===== src/rtl/baseline_pkg.sv =====
// Shared types and defaults for the baseline restore stream path.
package baseline_pkg;

    localparam int W_DEF        = 14;
    localparam int MAX_STEP_DEF = 16;
    localparam int CNT_W_DEF    = 8;

    typedef enum logic [1:0] {
        IDLE  = 2'd0,
        PRIME = 2'd1,
        RUN   = 2'd2
    } state_e;

    // Increment v by one, holding at max_v once reached.
    function automatic int unsigned sat_add(input int unsigned v, input int unsigned max_v);
        return (v >= max_v) ? max_v : v + 1;
    endfunction

endpackage


===== src/rtl/baseline_skid_fifo.sv =====
// Two-entry in-order valid/ready buffer. Head entry drives the output
// directly, so a pushed word is visible the cycle after the push edge.
module baseline_skid_fifo #(
    parameter int DW = 14
) (
    input  logic          clk,
    input  logic          rst_n,
    input  logic [DW-1:0] push_data_i,
    input  logic          push_i,
    output logic [DW-1:0] pop_data_o,
    output logic          pop_vld_o,
    input  logic          pop_rdy_i,
    output logic          full_o,
    output logic          drop_o
);

    logic [DW-1:0] head_q, head_d;
    logic [DW-1:0] tail_q, tail_d;
    logic [1:0]    cnt_q,  cnt_d;
    logic          pop;

    assign pop_vld_o  = (cnt_q != 2'd0);
    assign full_o     = (cnt_q == 2'd2);
    assign pop        = pop_vld_o & pop_rdy_i;
    assign pop_data_o = head_q;
    // A push only gets lost when both slots are taken and nothing leaves.
    assign drop_o     = push_i & full_o & ~pop_rdy_i;

    // Next-state for the two slots and the occupancy count.
    always_comb begin
        // NOTE: every always_comb output gets a default first, so no path leaves it unassigned and no latch is inferred.
        head_d = head_q;
        tail_d = tail_q;
        cnt_d  = cnt_q;
        unique case ({push_i, pop})
            2'b10: begin
                if (cnt_q == 2'd0) begin
                    head_d = push_data_i;
                    cnt_d  = 2'd1;
                end else if (cnt_q == 2'd1) begin
                    tail_d = push_data_i;
                    cnt_d  = 2'd2;
                end
            end
            2'b01: begin
                head_d = tail_q;
                cnt_d  = cnt_q - 2'd1;
            end
            2'b11: begin
                // Occupancy is unchanged; the pushed word takes the last slot.
                if (cnt_q == 2'd1) begin
                    head_d = push_data_i;
                end else begin
                    head_d = tail_q;
                    tail_d = push_data_i;
                end
            end
            default: ;
        endcase
    end

    // Slot and count registers.
    always_ff @(posedge clk or negedge rst_n) begin
        if (!rst_n) begin
            // NOTE: the two data slots are reset too, because out_data must read 0 while in reset; a larger RAM would not be.
            head_q <= '0;
            tail_q <= '0;
            cnt_q  <= '0;
        end else begin
            // NOTE: sequential state uses non-blocking assignment so every register samples pre-edge values.
            head_q <= head_d;
            tail_q <= tail_d;
            cnt_q  <= cnt_d;
        end
    end

endmodule


===== src/rtl/baseline_restore.sv =====
// Re-adds a slew-limited copy of the remover's baseline to the residual
// stream, clamps to the sample range and buffers the result.
module baseline_restore
    import baseline_pkg::*;
#(
    parameter int W        = W_DEF,
    parameter int MAX_STEP = MAX_STEP_DEF,
    parameter int CNT_W    = CNT_W_DEF
) (
    input  logic                clk,
    input  logic                rst,
    input  logic signed [W-1:0] resid,
    input  logic                samp_vld,
    input  logic signed [W-1:0] base_in,
    input  logic                base_vld,
    input  logic                start_in,
    output logic signed [W-1:0] out_data,
    output logic                out_vld,
    input  logic                out_rdy,
    output logic                locked,
    output logic [CNT_W-1:0]    sat_cnt,
    output logic [CNT_W-1:0]    ovf_cnt
);

    localparam logic signed [W:0]   STEP_POS = (W+1)'(MAX_STEP);
    localparam logic signed [W:0]   STEP_NEG = -STEP_POS;
    localparam logic signed [W-1:0] STEP_W   = W'(MAX_STEP);
    localparam logic [W-1:0]        S_MAX    = {1'b0, {(W-1){1'b1}}};
    localparam logic [W-1:0]        S_MIN    = {1'b1, {(W-1){1'b0}}};
    localparam int unsigned         CNT_MAX  = (32'd1 << CNT_W) - 32'd1;

    state_e              state_q, state_d;
    logic                slew_en;
    logic                locked_q;
    logic signed [W-1:0] base_hold_q, base_hold_d;
    logic signed [W:0]   diff;
    logic [W:0]          sum;
    logic                clip;
    logic [W-1:0]        recon;
    logic [CNT_W-1:0]    sat_cnt_q, sat_cnt_d;
    logic [CNT_W-1:0]    ovf_cnt_q, ovf_cnt_d;
    logic [W-1:0]        fifo_data;
    logic                fifo_full;
    logic                fifo_drop;

    // State register.
    always_ff @(posedge clk or negedge rst) begin
        if (!rst) begin
            state_q <= IDLE;
        end else begin
            state_q <= state_d;
        end
    end

    // Lock sequencing: wake on first sample, run once the remover window is full.
    always_comb begin
        state_d = state_q;
        unique case (state_q)
            IDLE:    if (samp_vld)  state_d = PRIME;
            PRIME:   if (!start_in) state_d = RUN;
            RUN:     if (start_in)  state_d = PRIME;
            default:                state_d = IDLE;
        endcase
    end

    // State-derived controls: the slew limit only applies once running.
    always_comb begin
        slew_en = (state_q == RUN);
    end

    // Baseline hold: follow directly until locked, then move at most MAX_STEP per update.
    always_comb begin
        diff        = {base_in[W-1], base_in} - {base_hold_q[W-1], base_hold_q};
        base_hold_d = base_hold_q;
        if (base_vld) begin
            if (!slew_en) begin
                base_hold_d = base_in;
            end else if (diff > STEP_POS) begin
                base_hold_d = base_hold_q + STEP_W;
            end else if (diff < STEP_NEG) begin
                base_hold_d = base_hold_q - STEP_W;
            end else begin
                base_hold_d = base_in;
            end
        end
    end

    // Reconstruction with the pre-update baseline, clamped to the sample range.
    always_comb begin
        sum   = {resid[W-1], resid} + {base_hold_q[W-1], base_hold_q};
        clip  = sum[W] ^ sum[W-1];
        recon = sum[W-1:0];
        if (clip) begin
            recon = sum[W] ? S_MIN : S_MAX;
        end
    end

    // Saturating status counters; they clear only on reset.
    always_comb begin
        sat_cnt_d = sat_cnt_q;
        ovf_cnt_d = ovf_cnt_q;
        if (samp_vld && clip) begin
            sat_cnt_d = CNT_W'(sat_add(32'(sat_cnt_q), CNT_MAX));
        end
        if (fifo_drop) begin
            ovf_cnt_d = CNT_W'(sat_add(32'(ovf_cnt_q), CNT_MAX));
        end
    end

    // Baseline hold, registered lock flag and counters.
    always_ff @(posedge clk or negedge rst) begin
        if (!rst) begin
            base_hold_q <= '0;
            locked_q    <= 1'b0;
            sat_cnt_q   <= '0;
            ovf_cnt_q   <= '0;
        end else begin
            base_hold_q <= base_hold_d;
            locked_q    <= slew_en;
            sat_cnt_q   <= sat_cnt_d;
            ovf_cnt_q   <= ovf_cnt_d;
        end
    end

    // Every valid sample is produced: the one arriving in IDLE is the one that leaves it.
    baseline_skid_fifo #(
        .DW (W)
    ) u_fifo (
        .clk         (clk),
        .rst_n       (rst),
        .push_data_i (recon),
        .push_i      (samp_vld),
        .pop_data_o  (fifo_data),
        .pop_vld_o   (out_vld),
        .pop_rdy_i   (out_rdy),
        .full_o      (fifo_full),
        .drop_o      (fifo_drop)
    );

    assign out_data = fifo_data;
    assign locked   = locked_q;
    assign sat_cnt  = sat_cnt_q;
    assign ovf_cnt  = ovf_cnt_q;

endmodule


===== config.mk =====
export PLATFORM = sky130hd
export DESIGN_NAME = baseline_restore
export DESIGN_NICKNAME = d
export VERILOG_FILES = /design/src/rtl/baseline_pkg.sv /design/src/rtl/baseline_skid_fifo.sv /design/src/rtl/baseline_restore.sv
export SDC_FILE = /design/constraint.sdc
export NUM_CORES = 1
export LEC_CHECK = 0
export ABC_AREA = 1
export CORE_MARGIN = 2
export CORE_UTILIZATION = 59
export DETAILED_ROUTE_END_ITERATION = 16
export PLACE_DENSITY = 0.9
export SKIP_LAST_GASP = 1
export SYNTH_ARGS = -nofsm -noshare
export SYNTH_HDL_FRONTEND = slang
export SYNTH_SLANG_ARGS = --single-unit

===== constraint.sdc =====
create_clock -name clk -period 4.5 [get_ports clk]
set_input_delay 0.45 -clock clk [delete_from_list [all_inputs] [get_ports clk]]
set_output_delay 0.45 -clock clk [all_outputs]
set_load 0.02 [all_outputs]

==> flow_metrics.tcl, run 1 <==
set metrics [dict create \
    detailedRoute.firstIterationViolations 440 \
    power_share_of_the_combinational_group_pct 64.1 \
    clock_power_share_pct 13.0 \
    synth.cell_area_um2 5900 \
    grt_first_pass_wirelength_mm 24.8 \
    worst_ep_arrival_time_ns 3.29 \
    critical_path.cell_chain "clkdlybuf4s50_1 -> ha_1 -> inv_1 -> fa_1 -> o21ai_2 -> nand2_1 -> nand2_1 -> nand3_1 -> nand2_1 -> nand2_1 -> nand2_2 -> nand2_2 -> nand2_1 -> nand2_1 -> o21ai_0 -> inv_1 -> nand2_1 -> nand2_1" \
    slowest_stage "sky130_fd_sc_hd__clkdlybuf4s50_1" \
    detailedRoute.firstPassIterationCount 8 \
    antenna_cells_inserted 0 \
    timing.rr.end "u_fifo.tail_q[3]" \
    wl_per_cell_um 12.9 \
    synth_cell_type_count 46 \
    timing.hold.ws_ns 0.253 \
    drt_drc_violations_left 0 \
    power.static_leakage_nw 3.64 \
    dpl-instance-area_um2 6630 \
    critPathKind "in2reg" \
    detailroute.via_count 6054 \
    netSwitchingFraction_pct 50.3 \
    cp_top_family "simple AND/OR/NAND/NOR gates" \
    place_congestion 0.972 \
    synth.area.top_cells "sky130_fd_sc_hd__dfrtp_1, sky130_fd_sc_hd__nand2_1, sky130_fd_sc_hd__inv_1" \
    cts_repair_resize_count 0 \
    ioPinCount 66 \
    run_status "completed" \
    timing.hold.worst.class "in2async" \
    timing.final.setup_violations 0 \
    max-cap-violations 0 \
    fin_crit_sh_pct 67.9 \
    layout_cells_sized_above_1_pct 6.61 \
    coreArea_um2 9730 \
    rsz0062_at_grt "no" \
    syn_to_final_growth_pct 15.9 \
    postLayoutCellArea_um2 6850 \
    cts.hold.buffers_added 0 \
    report.final.slew_viol_count 0 \
    cp-start-kind "primary input" \
    grt_antenna_before_repair 0 \
    final-hold-violation-count 0 \
    fin_crit_ns 3.05 \
    die_width_um 104 \
    post-cts-setup-buffer-count 0 \
    first_global_vias 5506 \
    timing.setup.tns_ns 0 \
    timing.reg2reg.worst_path_depth 15 \
    syn-mean-instance-area_um2 6.41 \
    worst_setup_hold_path_clk_slew_ns 0.08 \
    die_h_um 104 \
    asyncSetResetFlopFracSynth_pct 100 \
    cpMostUsedCell "sky130_fd_sc_hd__nand2_1" \
    detail_route.vias_per_cell 5.42 \
    yosys_most_used_dff "sky130_fd_sc_hd__dfrtp_1" \
    final_skew_ns 0.0104 \
    detailed_place_hpwl_mm 10.7 \
    synth_cells 921 \
    total_global_routing_overflow 0 \
    required_ns 4.74 \
    tritoncts_clock_tree "yes" \
    power.internal_w 0.00212 \
    timing.critical_path.slowest_cell_delay_ns 0.46 \
    p_seq_share_pct 22.9 \
    finalNonFillerCells 1116 \
    worstSetupEndpointType "flip-flop" \
    cts.root.buffer_cell "sky130_fd_sc_hd__clkbuf_8" \
    critical_path_buf_inv_count 3 \
    synth_top_cell_area_share_pct 26.7 \
    utilization_pct 70.4 \
    cts_buffer_depth 2 \
    nNetsFinal 1053 \
    cts_buffers 9 \
    synthesis.nets 995 \
    synth_edf_count 0 \
    cts_num_sinks 63 \
    global_route.usage.total_pct 27.3 \
    max_clock_freq_mhz 328 \
    leading_area_contributor_after_synthesis "sky130_fd_sc_hd__dfrtp_1" \
    timing.slew.headroom_pct 36.5 \
    route.final.wire_length_mm 14.4 \
    dieArea_um2 10800 \
    ff2ff_setup_slack_ns 1.60 \
    r2r-start "base_hold_q[6]" \
    row_count 36 \
    starting_density_of_the_core_pct 60.7 \
    antenna_violating_nets_post_route 0 \
    yosysSeqAreaShare_pct 26.7 \
    worstSkewPairLatency_ns 0.35 \
    worstMarginPinSlew_ns 0.949 \
    p_sw_w 0.00215 \
    yosys_warns 0 \
    ys_ff_latch 63 \
    synthMostInstantiatedCell "sky130_fd_sc_hd__nand2_1" \
    filler_cell_count 811 \
    worst_supply_voltage_drop_on_vdd_mv 0.285 \
    cts_max_level 3 \
    worst-path-max-fanout 22 \
    synth_common_cells "sky130_fd_sc_hd__nand2_1, sky130_fd_sc_hd__inv_1, sky130_fd_sc_hd__nand3_1" \
    power_density_nw_per_um2 623 \
    grt_max_degree 64 \
    io_buffer_count 65 \
    post-place-cells 1101 \
]
## per-stage QoR
| stage | worst slack (ns) | total power, W |
|---|---|---|
| 2_1_floorplan | 1.99 | 0.00300 |
| 3_3_place_gp | 1.20 | 0.00361 |
| 3_5_place_dp | 1.13 | 0.00367 |
| 4_1_cts | 1.46 | 0.00425 |
| 5_1_grt | 1.15 | 0.00468 |
| 6_report | 1.45 | 0.00427 |
## worst max-delay path by stage
stage,to,slack [ns],cells past startpoint,start
finish,u_fifo.tail_q[3],1.45,18,resid[0]
detailed placement,sat_cnt[6],1.13,17,resid[0]
global route,sat_cnt[6],1.15,17,resid[0]
CTS,sat_cnt[3],1.46,17,resid[0]
global placement,sat_cnt[6],1.20,17,resid[0]
floorplan,base_hold_q[2],1.99,19,base_in[0]
## state kept, by name, summed over array words and instances, names as in the netlist
| name | count |
|---|---|
| u_fifo.pop_data_o | 14 |
| state_q | 2 |
| ovf_cnt | 8 |
| sat_cnt | 8 |
| base_hold_q | 14 |
| locked | 1 |
| u_fifo.cnt_q | 2 |
| u_fifo.tail_q | 14 |
## power by group through the flow
stage               registers [W]  clock network, W  logic (W)
floorplan                 0.00108                 0    0.00192
global placement         0.000975                 0    0.00263
detailed placement       0.000986                 0    0.00269
CTS                      0.000977          0.000559    0.00271
global route              0.00101          0.000580    0.00308
finish                   0.000978          0.000554    0.00274
## routing by layer
layer  GRT usage (%)  wire [um]  part of all wire [%]
met1            36.0       6170                    43
met3            4.95       1050                   7.3
met4            8.49        293                   2.0
met2            45.5       6840                    48
met5               0          0                     0
## cell type report
type	count	area (um2)	share of cell area, %
multi-input combinational	698	3700	54.1
timing repair buffer	68	668	9.76
clock buffer	11	141	2.07
sequential	63	1580	23.0
tap	133	166	2.43
clock inverter	4	70.1	1.02
inverter	139	522	7.62
## layout by cell type (no fill, tap or decap), types with 2 or more instances in the layout
| master | count |
|---|---|
| sky130_fd_sc_hd__a21o_1 | 2 |
| sky130_fd_sc_hd__a21oi_1 | 58 |
| sky130_fd_sc_hd__a21oi_2 | 2 |
| sky130_fd_sc_hd__buf_4 | 3 |
| sky130_fd_sc_hd__bufinv_16 | 2 |
| sky130_fd_sc_hd__clkbuf_8 | 10 |
| sky130_fd_sc_hd__clkdlybuf4s50_1 | 64 |
| sky130_fd_sc_hd__clkinv_2 | 2 |
| sky130_fd_sc_hd__dfrtp_1 | 63 |
| sky130_fd_sc_hd__fa_1 | 2 |
| sky130_fd_sc_hd__ha_1 | 38 |
| sky130_fd_sc_hd__inv_1 | 133 |
| sky130_fd_sc_hd__inv_2 | 5 |
| sky130_fd_sc_hd__nand2_1 | 273 |
| sky130_fd_sc_hd__nand2_2 | 19 |
| sky130_fd_sc_hd__nand2_4 | 4 |
| sky130_fd_sc_hd__nand3_1 | 98 |
| sky130_fd_sc_hd__nand3_2 | 2 |
| sky130_fd_sc_hd__nand3b_1 | 3 |
| sky130_fd_sc_hd__nand4_1 | 11 |
| sky130_fd_sc_hd__nor2_1 | 69 |
| sky130_fd_sc_hd__nor2_2 | 4 |
| sky130_fd_sc_hd__nor3_1 | 10 |
| sky130_fd_sc_hd__nor3b_1 | 2 |
| sky130_fd_sc_hd__nor4_1 | 2 |
| sky130_fd_sc_hd__o21ai_0 | 36 |
| sky130_fd_sc_hd__o21ai_1 | 16 |
| sky130_fd_sc_hd__o31ai_1 | 2 |
| sky130_fd_sc_hd__or2_2 | 2 |
| sky130_fd_sc_hd__xnor2_1 | 3 |
| sky130_fd_sc_hd__xor2_1 | 25 |
## logic make-up (layout without fill, tap and decap cells)
logic type,after synthesis,after routing,synth area share (%)
and+or+nand+nor,505,505,37.9
buffers and inverters,160,222,10.6
AOI/OAI and AO/OA,123,123,11.2
DFF,63,63,26.7
adders and majority gates,40,40,8.73
xor gates and xnor gates,30,30,4.90
## worst register-to-register path, cell delays in order, from the launching register on
cell	delay [ns]
sky130_fd_sc_hd__dfrtp_1	0.47
sky130_fd_sc_hd__ha_1	0.38
sky130_fd_sc_hd__inv_1	0.07
sky130_fd_sc_hd__o21ai_0	0.12
sky130_fd_sc_hd__a21boi_0	0.27
sky130_fd_sc_hd__nor2_1	0.07
sky130_fd_sc_hd__nor2_1	0.20
sky130_fd_sc_hd__nand3_2	0.15
sky130_fd_sc_hd__nand2_2	0.10
sky130_fd_sc_hd__nand2_2	0.28
sky130_fd_sc_hd__nand2_1	0.20
sky130_fd_sc_hd__nand2_1	0.09
sky130_fd_sc_hd__o21ai_0	0.23
sky130_fd_sc_hd__inv_1	0.08
sky130_fd_sc_hd__nand2_1	0.06
sky130_fd_sc_hd__nand2_1	0.04
Power figures use the tool's default switching activity.
==> run 2: changes to the inputs <==
--- a/config.mk
+++ b/config.mk
@@ -7,9 +7,9 @@
 export LEC_CHECK = 0
 export ABC_AREA = 1
 export CORE_MARGIN = 2
-export CORE_UTILIZATION = 59
+export CORE_UTILIZATION = 58
 export DETAILED_ROUTE_END_ITERATION = 16
-export PLACE_DENSITY = 0.9
+export PLACE_DENSITY = 0.89
 export SKIP_LAST_GASP = 1
 export SYNTH_ARGS = -nofsm -noshare
 export SYNTH_HDL_FRONTEND = slang
==> constraint.sdc (replaced) <==
create_clock -name clk -period 3.2 [get_ports clk]
set_input_delay 0.32 -clock clk [delete_from_list [all_inputs] [get_ports clk]]
set_output_delay 0.32 -clock clk [all_outputs]
set_load 0.02 [all_outputs]
==> run 2 against run 1 <==
Net effect: die area is 1.7% higher; cell area is 0.51% higher; highest routed layer unchanged; setup slack worse by 1.1 ns; largest power group unchanged; critical endpoint is now base_hold_q[3]; non-clock buffer count is 9 higher.
==> flow_metrics.tcl, run 2 (synthesis gave the netlist of run 1 again) <==
set metrics [dict create \
    antenna_violating_nets_post_route 0 \
    timing.rr.end "u_fifo.pop_data_o[12]" \
    die_h_um 105 \
    timing.setup.tns_ns 0 \
    ff2ff_setup_slack_ns 0.42 \
    clock_power_share_pct 10.9 \
    place_congestion 0.965 \
    dieArea_um2 11000 \
    cts.hold.buffers_added 1 \
    cp-startpoint "base_in[0]" \
    drt_drc_violations_left 0 \
    mostFrequentLayoutCell "sky130_fd_sc_hd__nand2_1" \
    fin_crit_ns 2.82 \
    row_count 36 \
    mostFrequentLayoutCells "sky130_fd_sc_hd__nand2_1, sky130_fd_sc_hd__inv_1, sky130_fd_sc_hd__nand3_1, sky130_fd_sc_hd__nor2_1, sky130_fd_sc_hd__clkdlybuf4s50_1" \
    critical_path.cell_chain "clkdlybuf4s50_1 -> inv_1 -> ha_1 -> fa_1 -> inv_1 -> nand3_1 -> nand2_1 -> nand2_1 -> nand2_1 -> nand2_1 -> nand2_1 -> nand2_1 -> nor2_1 -> nand4_2 -> nand2_2 -> nand2_4 -> nand2_4 -> nand2_4 -> nor2_2 -> a21oi_2" \
    max-cap-violations 0 \
    report.final.slew_viol_count 0 \
    detail_route.vias_per_cell 5.42 \
    worst_ep_arrival_time_ns 3.06 \
    first_global_vias 5531 \
    detailedRoute.firstPassIterationCount 5 \
    ioPinCount 66 \
    wl_per_cell_um 13.2 \
    total_global_routing_overflow 0 \
    power.internal_w 0.00290 \
    worstMarginPinSlew_ns 0.838 \
    max_clock_freq_mhz 354 \
    cts_buffers 9 \
    power_share_of_the_combinational_group_pct 65.9 \
    power_density_nw_per_um2 865 \
    detailedRoute.firstIterationViolations 401 \
    worstSetupEndpointType "flip-flop" \
    post-place-ws_ns 0.0442 \
    worstSkewPairLatency_ns 0.35 \
    worst-path-max-fanout 9 \
    worst_supply_voltage_drop_on_vdd_mv 0.538 \
    fin_crit_sh_pct 88.2 \
    run_status "completed" \
    cpMostUsedCell "sky130_fd_sc_hd__nand2_1" \
    globalRouteMet1Util_pct 36.8 \
    antenna_cells_inserted 0 \
    critPathKind "in2reg" \
    final-hold-violation-count 0 \
    timing.slew.headroom_pct 43.6 \
    timing.final.setup_violations 0 \
    grt.met2_usage_pct 45.6 \
    cts_buffer_depth 2 \
    power.static_leakage_nw 3.66 \
    slowest_stage "sky130_fd_sc_hd__clkdlybuf4s50_1" \
    finalWorstSetupSlack_ns 0.377 \
    layer_with_the_highest_usage "met2" \
    syn_to_final_growth_pct 16.5 \
    p_sw_w 0.00305 \
    die_width_um 105 \
    required_ns 3.44 \
    coreArea_um2 9820 \
    layout_cells_sized_above_1_pct 7.35 \
    cts.root.buffer_cell "sky130_fd_sc_hd__clkbuf_8" \
    post-cts-setup-buffer-count 0 \
    met3_usage_pct 3.87 \
    route.final.wire_length_mm 14.8 \
    netSwitchingFraction_pct 51.3 \
    cp-start-kind "primary input" \
    rsz0062_at_grt "no" \
    nNetsFinal 1062 \
    global_route.usage.total_pct 27.5 \
    grt_max_degree 29 \
    detailed_place_hpwl_mm 11.4 \
    r2r-start "base_hold_q[6]" \
    timing.reg2reg.worst_path_depth 15 \
    grt_antenna_before_repair 0 \
    cts_max_level 3 \
    grt_first_pass_wirelength_mm 25.0 \
    io_buffer_count 65 \
    tritoncts_clock_tree "yes" \
    cts_num_sinks 63 \
    final_skew_ns 0.0142 \
    p_seq_share_pct 23.2 \
    detailroute.via_count 6103 \
    cts_repair_resize_count 0 \
    timing.critical_path.slowest_cell_delay_ns 0.45 \
    starting_density_of_the_core_pct 60.1 \
    worst_setup_hold_path_clk_slew_ns 0.08 \
    timing.hold.worst.class "in2async" \
]
## run 2: changes by cell type in the layout (fill, tap and decap cells not counted)
cell                            delta
sky130_fd_sc_hd__buf_4             +8
sky130_fd_sc_hd__bufinv_16         -2
sky130_fd_sc_hd__clkbuf_1          +1
sky130_fd_sc_hd__clkbuf_8          +1
sky130_fd_sc_hd__clkinvlp_4        +1
sky130_fd_sc_hd__dlygate4sd3_1     +1
## run 2: worst max path at each step
stage                       endpoint  cells after the start
2_1_floorplan         base_hold_q[2]                     18
3_3_place_gp          base_hold_q[2]                     20
3_5_place_dp          base_hold_q[3]                     20
4_1_cts               base_hold_q[3]                     20
5_1_grt        u_fifo.pop_data_o[12]                     15
6_report              base_hold_q[3]                     20
## run 2: layout make-up
cell class              count  area (um2)
clock buffers              13         159
clock inverters             3        17.5
fillers                   877        2940
inverters                 139         522
multi-input cells         698        3700
flip-flops and latches     63        1580
well taps                 133         166
repair buffers             77         738
## run 2: critical path: cells and delay by family
kind | cells | cell delay, ns
adders and majority gates | 2 | 0.63
AOI/OAI and AO/OA | 1 | 0.03
buffers and inverters | 3 | 0.62
and+or+nand+nor | 14 | 1.43
## run 2: power groups by stage
stage	Sequential (W)	Combinational, W	Clock [W]
after global routing	0.00142	0.00439	0.000697
after global placement	0.00137	0.00377	0
after floorplan	0.00152	0.00270	0
final	0.00138	0.00392	0.000650
after detailed placement	0.00139	0.00387	0
after CTS	0.00138	0.00389	0.000665
## run 2: per-stage QoR
step	hold WS (ns)	std cells	power (W)	util, %	area (um2)
final	0.425	1126	0.00595	70.1	6880
after global routing	0.451	1126	0.00650	70.1	6880
after CTS	0.422	1126	0.00593	70.1	6880
after detailed placement	0.269	1109	0.00526	68.2	6690
after global placement	0.264	1109	0.00514	68.2	6690
after floorplan	0.0244	921	0.00422	-	5900
## run 2: routing by layer
layer / routed length (um) / vias up
met4: 277 / 0
met3: 1110 / 31
li1: - / 3080
met2: 7190 / 239
met1: 6230 / 2753
met5: 0 / -
==> run 3: changes to the inputs <==
--- a/config.mk
+++ b/config.mk
@@ -11,6 +11,7 @@
 export DETAILED_ROUTE_END_ITERATION = 16
 export PLACE_DENSITY = 0.89
 export SKIP_LAST_GASP = 1
+export SLEW_MARGIN = 5
 export SYNTH_ARGS = -nofsm -noshare
 export SYNTH_HDL_FRONTEND = slang
 export SYNTH_SLANG_ARGS = --single-unit
==> results of run 3 <==
The final DEF is identical to that of run 2; final timing and power are the same.
